<file path="src/rtl/uart_pkg.sv">
// Shared definitions for the auto-baud controller.
//   ab_state_e       : measurement FSM states
//   SYNC_EDGES       : falling edges in one 0x55 sync character (8N1)
//   OVERSAMPLE_SHIFT : log2(8 bit-times * 16x oversample)
//   ROUND_ADD        : half of 2^OVERSAMPLE_SHIFT, rounds the divide to nearest
package uart_pkg;

  typedef enum logic [2:0] {
    ST_IDLE,
    ST_WAIT_IDLE,
    ST_WAIT_EDGE,
    ST_MEASURE,
    ST_CALC
  } ab_state_e;

  localparam int unsigned SYNC_EDGES       = 5;
  localparam int unsigned OVERSAMPLE_SHIFT = 7;
  localparam int unsigned ROUND_ADD        = 64;

endpackage

</file>
<file path="src/rtl/baud_tick_prog.sv">
// Programmable 16x-oversample tick generator.
//   clock     : system clock
//   reset_n   : asynchronous active-low reset
//   divisor   : tick period minus one, in clocks
//   load      : a new divisor is being loaded; restarts the count at 0
//   baud_rate : registered one-clock tick, one every divisor+1 clocks
module baud_tick_prog
  import uart_pkg::*;
#(
  parameter int unsigned DIV_W = 16
) (
  input  logic             clock,
  input  logic             reset_n,
  input  logic [DIV_W-1:0] divisor,
  input  logic             load,
  output logic             baud_rate
);

  logic [DIV_W-1:0] cnt_q, cnt_d;
  logic             tick_q, tick_d;

  always_comb begin
    cnt_d  = cnt_q + DIV_W'(1);
    tick_d = 1'b0;
    if (load) begin
      // Restarting at 0 gives a full divisor+1 period before the first new tick.
      cnt_d = '0;
    end else if (cnt_q >= divisor) begin
      cnt_d  = '0;
      tick_d = 1'b1;
    end
  end

  always_ff @(posedge clock or negedge reset_n) begin
    if (!reset_n) begin
      cnt_q  <= '0;
      tick_q <= 1'b0;
    end else begin
      cnt_q  <= cnt_d;
      tick_q <= tick_d;
    end
  end

  assign baud_rate = tick_q;

endmodule

</file>
<file path="src/rtl/autobaud_ctrl.sv">
// Auto-baud controller: on start, measures one 0x55 sync character on rx,
// derives the 16x-oversample tick divisor and switches the tick generator to it.
//   clock     : system clock
//   reset_n   : asynchronous active-low reset
//   rx        : raw serial line (idle high, asynchronous)
//   start     : one-cycle request to begin auto-baud (ignored while busy)
//   busy      : measurement in progress
//   locked    : divisor holds a measured value
//   error     : one-cycle pulse on measurement failure
//   divisor   : divisor in use by the tick generator
//   baud_rate : one-clock tick every divisor+1 clocks
module autobaud_ctrl
  import uart_pkg::*;
#(
  parameter int unsigned DIV_W       = 16,
  parameter int unsigned DEFAULT_DIV = 163,
  parameter int unsigned MIN_PULSE   = 32
) (
  input  logic             clock,
  input  logic             reset_n,
  input  logic             rx,
  input  logic             start,
  output logic             busy,
  output logic             locked,
  output logic             error,
  output logic [DIV_W-1:0] divisor,
  output logic             baud_rate
);

  localparam int unsigned T_W  = DIV_W + 7;
  localparam int unsigned PL_W = $clog2(MIN_PULSE + 1);

  ab_state_e        state_q, state_d;
  logic             rx_s1_q, rx_s2_q, rx_prev_q;
  logic [PL_W-1:0]  idle_cnt_q, idle_cnt_d;
  logic [PL_W-1:0]  pulse_len_q, pulse_len_d;
  logic [2:0]       edge_cnt_q, edge_cnt_d;
  logic [T_W-1:0]   t_q, t_d;
  logic [DIV_W-1:0] divisor_q, divisor_d;
  logic             locked_q, locked_d;
  logic             error_q, error_d;

  logic             rx_sync, level_change, fall_edge;
  logic             idle_done, glitch, t_sat, last_edge;
  logic [T_W:0]     t_round, period;
  logic             period_bad, meas_fail, calc_fail, lock_ok;

  // Condition decode
  assign rx_sync      = rx_s2_q;
  assign level_change = rx_sync ^ rx_prev_q;
  assign fall_edge    = rx_prev_q & ~rx_sync;
  assign idle_done    = rx_sync && (idle_cnt_q == PL_W'(MIN_PULSE - 1));
  assign glitch       = level_change && (pulse_len_q < PL_W'(MIN_PULSE));
  assign t_sat        = &t_q;
  // The first edge is consumed by WAIT_EDGE, so SYNC_EDGES-2 prior edges here.
  assign last_edge    = fall_edge && (edge_cnt_q == 3'(SYNC_EDGES - 2));

  // T spans 8 bit-times = 128 ticks; round(T/128) is the tick period.
  assign t_round    = {1'b0, t_q} + (T_W + 1)'(ROUND_ADD);
  assign period     = t_round >> OVERSAMPLE_SHIFT;
  assign period_bad = (period < (T_W + 1)'(2)) ||
                      (period > ((T_W + 1)'(1) << DIV_W));

  assign meas_fail = (state_q == ST_MEASURE) && (glitch || t_sat);
  assign calc_fail = (state_q == ST_CALC) && period_bad;
  assign lock_ok   = (state_q == ST_CALC) && !period_bad;

  // State register and datapath flops
  always_ff @(posedge clock or negedge reset_n) begin
    if (!reset_n) begin
      state_q     <= ST_IDLE;
      rx_s1_q     <= 1'b1;
      rx_s2_q     <= 1'b1;
      rx_prev_q   <= 1'b1;
      idle_cnt_q  <= '0;
      pulse_len_q <= '0;
      edge_cnt_q  <= '0;
      t_q         <= '0;
      divisor_q   <= DIV_W'(DEFAULT_DIV);
      locked_q    <= 1'b0;
      error_q     <= 1'b0;
    end else begin
      state_q     <= state_d;
      rx_s1_q     <= rx;
      rx_s2_q     <= rx_s1_q;
      rx_prev_q   <= rx_s2_q;
      idle_cnt_q  <= idle_cnt_d;
      pulse_len_q <= pulse_len_d;
      edge_cnt_q  <= edge_cnt_d;
      t_q         <= t_d;
      divisor_q   <= divisor_d;
      locked_q    <= locked_d;
      error_q     <= error_d;
    end
  end

  // Next-state logic
  always_comb begin
    state_d = state_q;
    unique case (state_q)
      ST_IDLE:      if (start)              state_d = ST_WAIT_IDLE;
      ST_WAIT_IDLE: if (idle_done)          state_d = ST_WAIT_EDGE;
      ST_WAIT_EDGE: if (fall_edge)          state_d = ST_MEASURE;
      ST_MEASURE: begin
        if (glitch || t_sat)                state_d = ST_IDLE;
        else if (last_edge)                 state_d = ST_CALC;
      end
      ST_CALC:                              state_d = ST_IDLE;
      default:                              state_d = ST_IDLE;
    endcase
  end

  // Datapath next values
  always_comb begin
    idle_cnt_d  = '0;
    pulse_len_d = pulse_len_q;
    edge_cnt_d  = edge_cnt_q;
    t_d         = t_q;
    unique case (state_q)
      ST_WAIT_IDLE: begin
        if (rx_sync && !idle_done) idle_cnt_d = idle_cnt_q + PL_W'(1);
      end
      ST_WAIT_EDGE: begin
        if (fall_edge) begin
          // The edge cycle is the first clock of both T and the low pulse.
          t_d         = T_W'(1);
          pulse_len_d = PL_W'(1);
          edge_cnt_d  = '0;
        end
      end
      ST_MEASURE: begin
        t_d = t_sat ? t_q : t_q + T_W'(1);
        if (level_change)                         pulse_len_d = PL_W'(1);
        else if (pulse_len_q < PL_W'(MIN_PULSE))  pulse_len_d = pulse_len_q + PL_W'(1);
        if (fall_edge)                            edge_cnt_d  = edge_cnt_q + 3'd1;
      end
      default: ;
    endcase
  end

  // Outputs
  always_comb begin
    busy      = (state_q != ST_IDLE);
    error_d   = meas_fail || calc_fail;
    divisor_d = lock_ok ? DIV_W'(period - (T_W + 1)'(1)) : divisor_q;
    locked_d  = locked_q;
    if ((state_q == ST_IDLE) && start) locked_d = 1'b0;
    else if (lock_ok)                  locked_d = 1'b1;
  end

  assign locked  = locked_q;
  assign error   = error_q;
  assign divisor = divisor_q;

  baud_tick_prog #(
    .DIV_W (DIV_W)
  ) u_tick (
    .clock     (clock),
    .reset_n   (reset_n),
    .divisor   (divisor_q),
    .load      (lock_ok),
    .baud_rate (baud_rate)
  );

endmodule
</file>
<file path="config.mk">
export PLATFORM = sky130hd
export DESIGN_NAME = autobaud_ctrl
export DESIGN_NICKNAME = d
export VERILOG_FILES = /design/src/rtl/uart_pkg.sv /design/src/rtl/baud_tick_prog.sv /design/src/rtl/autobaud_ctrl.sv
export SDC_FILE = /design/constraint.sdc
export NUM_CORES = 1
export LEC_CHECK = 0
export BUFFER_PORTS_ARGS = -buffer_cell sky130_fd_sc_hd__buf_2
export CAP_MARGIN = 40
export CORE_AREA = 2 2 108 110
export DETAILED_ROUTE_END_ITERATION = 10
export DIE_AREA = 0 0 110 112
export PLACE_DENSITY = 0.59
export SLEW_MARGIN = 10
export SYNTH_ARGS = -nofsm -noshare
export SYNTH_HDL_FRONTEND = slang
export SYNTH_HIERARCHICAL = 1
export SYNTH_SLANG_ARGS = --single-unit
</file>
<file path="constraint.sdc">
create_clock -name clock -period 4.45 [get_ports clock]
set_input_delay 0.89 -clock clock [delete_from_list [all_inputs] [get_ports clock]]
set_output_delay 0.89 -clock clock [all_outputs]
set_load 0.02 [all_outputs]
</file>
; Word-level counts from Yosys, hierarchy flattened
; Cells that the tools add are included.
[word_totals]
register_bits = 79
latch_bits = 0
ramBits = 0
rom_bits = 0
input_bits = 4
elab_cells = 86
n_memories = 0
[op_classes]
addsub = 7
mul = 0
n_div = 0
n_lt_le_gt_ge = 4
n_eq_ne = 13
shifts = 0
n_mux = 24
bitwise = 3
reduce_logical = 22
[ops]
columns = operator, count
row1 = $mux W23, 2
row2 = $pmux W23 S2, 1
row3 = $mux W16, 2
row4 = $mux W6, 5
row5 = $add A23 B7 Y24 const B, 1
row6 = $add A23 B1 Y23 const B, 1
row7 = $reduce_and A23 Y1, 1
row8 = $mux W3, 7
row9 = $gt A17 B17 Y1 const B, 1
row10 = $lt A17 B2 Y1 const B, 1
row11 = $add A16 B1 Y16 const B, 1
row12 = $ge A16 B16 Y1, 1
row13 = $sub A16 B1 Y16 const B, 1
row14 = $add A6 B1 Y6 const B, 2
row15 = $pmux W3 S4, 1
row16 = $pmux W6 S2, 1
row17 = $ne A2 B2 Y1 const B, 5
row18 = $eq A3 B2 Y1 const B, 3
row19 = $reduce_and A3 Y1, 3
row20 = $logic_and A1 B1 Y1, 8
row21 = $eq A6 B5 Y1 const B, 1
row22 = $lt A6 B6 Y1 const B, 1
row23 = $ne A3 B2 Y1 const B, 2
row24 = $pmux W3 S2, 1
row25 = other kinds (13), 20

; Longest topological paths before layout
[logic_depth]
depth_word = 7
ltp_mapped = 15
depth_no_buf = 10

; Modules after synthesis
; Netlist, hierarchy kept.
[modules_own_cells]
columns = mod, n_inst, cells_per_inst, area_per_inst_um2
row1 = autobaud_ctrl, 1, 393, 3727.3
row2 = baud_tick_prog, 1, 129, 1179.9

; Worst setup path after synthesis
; OpenSTA, ideal clock, no wires.
[synth_path]
path_type = register to register
start = register t_q[6]
end = register u_tick.cnt_q[7]
setup_ns = 0.071
t_arrival_ns = 3.355
t_required_ns = 4.379
slack_ns = 1.023
stages_incl_launch_ff = 16
path_buffers = 5
synth_period_minus_slack_ns = 3.427
cell_sequence = dfrtp_1 ha_1 buf_4 nand4_4 or4_4 buf_6 or3_4 and3_4 and4_4 o21ba_1 buf_6 buf_12 nor3_1 nand4_4 buf_6 nor2_1
[synth_via]
elab_chain_cells = 6
elab_cells_between_ends = 7
cone_classes = add/sub: 1 / order compare: 2 / mux: 1 / reduce/logical: 3
[synth_rtl]
columns = item, line
row1 = "start, declared", autobaud_ctrl.sv:38  ; logic [T_W-1:0] t_q, t_d;
row2 = "start signal, assigned", autobaud_ctrl.sv:90  ; t_q <= t_d;
row3 = $add A23 B7 Y24 (*), autobaud_ctrl.sv:59  ; assign t_round = {1'b0, t_q} + (T_W + 1)'(ROUND_ADD);
row4 = $lt A17 B2 Y1 or $gt A17 B17 Y1 (tied branches), "autobaud_ctrl.sv:61, autobaud_ctrl.sv:62"
row5 = $logic_or A1 B1 Y1 (*), autobaud_ctrl.sv:61  ; assign period_bad = (period < (T_W + 1)'(2)) ||
row6 = $logic_not A1 Y1 (*), autobaud_ctrl.sv:66  ; assign lock_ok = (state_q == ST_CALC) && !period_bad;
row7 = $logic_and A1 B1 Y1 (*), autobaud_ctrl.sv:66
row8 = named net lock_ok, autobaud_ctrl.sv:46  ; logic period_bad, meas_fail, calc_fail, lock_ok;
row9 = $mux W16 (*), baud_tick_prog.sv:25  ; if (load) begin
row10 = named net u_tick.cnt_d[7], baud_tick_prog.sv:19  ; logic [DIV_W-1:0] cnt_q, cnt_d;
row11 = "end signal, assigned", baud_tick_prog.sv:39  ; cnt_q <= cnt_d;
row12 = "end, declared", baud_tick_prog.sv:19
; The timed path passes the listed nets; every way through them passes the cells marked *.
; A chain may end at the register's enable or synchronous reset.

; Final worst setup path
[layout_path]
start = register t_q[6]
end = register u_tick.cnt_q[4]
[layout_via]
elab_chain_cells = 6
elab_cells_between_ends = 7
cone_classes = add/sub: 1 / order compare: 2 / mux: 1 / reduce/logical: 3
[layout_rtl]
columns = item, line
row1 = $add A23 B7 Y24 (*), autobaud_ctrl.sv:59
row2 = $lt A17 B2 Y1 or $gt A17 B17 Y1 (tied branches), "autobaud_ctrl.sv:61, autobaud_ctrl.sv:62"
row3 = $logic_or A1 B1 Y1 (*), autobaud_ctrl.sv:61
row4 = $logic_not A1 Y1 (*), autobaud_ctrl.sv:66
row5 = $logic_and A1 B1 Y1 (*), autobaud_ctrl.sv:66
row6 = $mux W16 (*), baud_tick_prog.sv:25
row7 = named net u_tick.cnt_d[4], baud_tick_prog.sv:19
; Marked as above.

==> results.py <==
metrics = {
    "setup_path": {
        "reg2reg_slack_ns": 0.70,
        "start_kind": "flip-flop",
        "ff2ff_path_depth": 10,
        "crit_path_max_fanout": 16,
        "cp-end-kind": "flip-flop",
        "cp.required_ns": 4.70,
        "r2r-end": "u_tick/cnt_q[4]",
        "r2r_start": "t_q[6]",
        "path_class": "reg2reg",
        "critPathArrivalTime_ns": 4.01,
    },
    "route": {
        "vias_per_cell": 5.42,
        "remaining_drc_errors": 0,
        "ant_nets": 0,
        "drt_wl_total_mm": 10.5,
        "avgRoutedWirePerCell_um": 15.3,
        "first_pass_iters": 4,
        "vias": 3719,
        "drtIter0Drc": 298,
    },
    "cts": {
        "cts.clk_slew.worst_paths_ns": 0.06,
        "cts-root-buf": "clkbuf_16",
        "hold_buffers": 0,
        "cts_sinks": 79,
        "ctsResizeCount": 0,
        "cts.htree.levels": 3,
        "ctsLongestPathBuffers": 2,
        "cts_buffers": 9,
        "cts_tree": "built",
        "post-cts-setup-buffers": 0,
        "clk_latency_ns": 0.34,
    },
    "sta": {
        "setup_violations": 0,
        "timing.final.crit_share_pct": 84.3,
        "drv_slew": 0,
        "max_freq_ghz": 0.267,
        "fin_crit_ns": 3.75,
        "hold_viol": 0,
        "relSlewSlack_pct": 60.8,
        "fin_skew_ns": 0.00714,
        "fin_tns_setup_ns": 0,
        "worstMarginPinSlew_ns": 0.573,
        "rsz0062_at_grt": "false",
        "whs_ns": 0.355,
    },
    "min_path": {
        "hp-class": "reg2reg",
        "hp-start": "rx_s1_q",
        "holdPathEnd": "rx_s2_q",
        "whs_path_depth": 0,
    },
    "synthesis": {
        "syn-num-nets": 551,
        "synth-seq-area-share_pct": 40.5,
        "yosysMostFrequentCell": "dfrtp_1",
        "synth_cells": 522,
        "synth_top_area_share_pct": 36.7,
        "synthFlopType": "dfrtp_1",
        "synth_area_per_cell_um2": 9.40,
        "synthesis.area_mm2": 0.00491,
        "ys_seq_elements": 79,
        "synth_largest_area_cell": "dfrtp_1",
        "synth_common_cells": "dfrtp_1 (72), nor2_1 (68), nand2_1 (35)",
        "ys_warn_count": 6,
        "synth_cell_types": 61,
        "synth_edf_count": 0,
        "postSynth.asyncResetShare_pct": 100,
        "synth_area_leaders": "dfrtp_1 (37%), ha_1 (6.4%), xnor2_1 (6.1%)",
    },
    "run_status": {
        "status": "finished clean",
    },
    "global_routing": {
        "grt_most_used_layer": "met2",
        "use_met1_pct": 24.7,
        "grtUsageMet2_pct": 29.2,
        "grt_first_pass_wirelength_mm": 18.2,
        "grt_usage_pct": 18.7,
        "grt_antenna_before_repair": 0,
        "grt_pass1_vias": 3730,
        "use_met3_pct": 4.51,
        "grt_start_max_net_pins": 60,
        "grt_remaining_overflow": 0,
    },
    "placed_design": {
        "post_dp_cell_area_mm2": 0.00511,
        "dp.cells": 670,
        "place.gp.congestion": 0.888,
        "hpwl_mm": 7.64,
        "port_buffers": 23,
    },
    "finish": {
        "nets": 567,
        "drive_above_1_share_pct": 13.8,
        "final_cells": 686,
        "final_cell_area_mm2": 0.00539,
        "synthToLayoutAreaGrowth_pct": 9.74,
        "antenna_cells": 0,
    },
    "power_and_ir_drop": {
        "power_density_mw_per_mm2": 333,
        "p_switching_mw": 0.504,
        "fin_total_pwr_mw": 1.79,
        "leakage_nw": 2.36,
        "clkPwrFrac_pct": 38.5,
        "combPwrFrac_pct": 14.5,
        "p_sw_share_pct": 28.1,
        "p_seq_share_pct": 47.0,
        "ir_worst_vdd_uv": 196,
        "power_report.internal_total_mw": 1.29,
    },
    "floorplan": {
        "die-area_mm2": 0.0123,
        "die_y_um": 112,
        "io-pin-count": 24,
        "core_area_mm2": 0.0112,
        "start_util_pct": 43.9,
        "die_w_um": 110,
        "rows": 39,
    },
    "flow_run": {
        "cap_violations": 0,
    },
}
sequential cells by signal (all words and copies together), names as in the netlist, 3 cells and up:
name and cells:
t_q 23, divisor 16, u_tick/cnt_q 16, idle_cnt_q 6, pulse_len_q 6, edge_cnt_q 3, state_q 3
stage by stage:
| stage | setup WS, ns | utilization [%] |
|---|---|---|
| global placement | 0.875 | 45.4 |
| floorplan | 1.02 | - |
| detailed placement | 0.769 | 45.7 |
| finish | 0.700 | 48.2 |
| global route | 0.437 | 48.2 |
| CTS | 0.703 | 48.2 |
power by group through the flow:
stage / sequential, mW / clock, mW / combinational, mW
final: 0.843 / 0.690 / 0.260
after global routing: 0.853 / 0.750 / 0.302
after CTS: 0.842 / 0.714 / 0.265
after detailed placement: 0.855 / 0 / 0.262
after global placement: 0.850 / 0 / 0.254
after floorplan: 0.835 / 0 / 0.196
cell families (layout without fill, tap and decap cells):
family | count (synthesis) | after routing | share of synthesized area (%)
and+or+nand+nor | 212 | 212 | 22.6
adders and majority gates | 25 | 25 | 6.37
muxes | 19 | 19 | 4.69
buffers and inverters | 52 | 73 | 5.33
DFF | 79 | 79 | 40.5
xor gates and xnor gates | 61 | 61 | 10.9
AOI/OAI and AO/OA | 74 | 74 | 9.64
placed cells by master (no fill, tap or decap), drive strengths merged, types with 2 or more instances in the layout:
master | synthesis | layout
o211ai | 2 | 2
and3 | 9 | 9
inv | 31 | 31
nand2b | 3 | 3
and4 | 5 | 5
a211o | 4 | 4
o21ai | 21 | 21
clkinv | 0 | 3
a21o | 3 | 3
or2 | 3 | 3
xnor2 | 34 | 34
mux2 | 14 | 14
nor3 | 14 | 14
nor2b | 2 | 2
or4 | 5 | 5
o21a | 2 | 2
a31oi | 7 | 7
dfstp | 7 | 7
nor2 | 68 | 68
xor2 | 27 | 27
nand3b | 3 | 3
dfrtp | 72 | 72
ha | 25 | 25
nand2 | 36 | 36
and2 | 2 | 2
a21oi | 16 | 16
clkbuf | 8 | 13
a211oi | 3 | 3
buf | 13 | 26
o22ai | 2 | 2
mux2i | 5 | 5
or3 | 12 | 12
nor4 | 3 | 3
o2111ai | 2 | 2
nand3 | 26 | 26
o31a | 3 | 3
nand4 | 18 | 18
o31ai | 2 | 2
worst max-delay path, stage by stage, from the launching register on:
cell and delay [ns]:
dfrtp_1 0.47, ha_1 0.41, nand4_4 0.18, or4_4 0.59, a211o_1 0.28, a211oi_1 0.29, a31oi_1 0.16, o21ba_1 0.36
nor3_1 0.40, nand4_4 0.30, nor2_1 0.21
per-layer routing:
| layer | part of all wire [%] | up-vias |
|---|---|---|
| li1 | - | 1859 |
| met1 | 48 | 1792 |
| met2 | 46 | 52 |
| met3 | 3.6 | 16 |
| met4 | 2.1 | 0 |
| met5 | 0 | - |
worst max-delay path by stage:
stage | startpoint | cells past startpoint | slack, ns | end
finish | t_q[6] | 10 | 0.70 | u_tick/cnt_q[4]
global route | t_q[6] | 10 | 0.44 | u_tick/cnt_q[4]
CTS | t_q[6] | 10 | 0.70 | u_tick/cnt_q[4]
detailed placement | t_q[6] | 9 | 0.77 | divisor[6]
global placement | t_q[6] | 10 | 0.88 | u_tick/cnt_q[13]
floorplan | t_q[6] | 15 | 1.02 | u_tick/cnt_q[7]
area by class of cell:
cell class	count	area (µm²)
Fill cell	1062	5790
Multi-Input combinational cell	391	2670
Sequential cell	79	1990
Clock buffer	13	260
Tap cell	143	179
Timing Repair Buffer	26	160
Inverter	31	116
Clock inverter	3	18.8
Power figures use the tool's default switching activity.
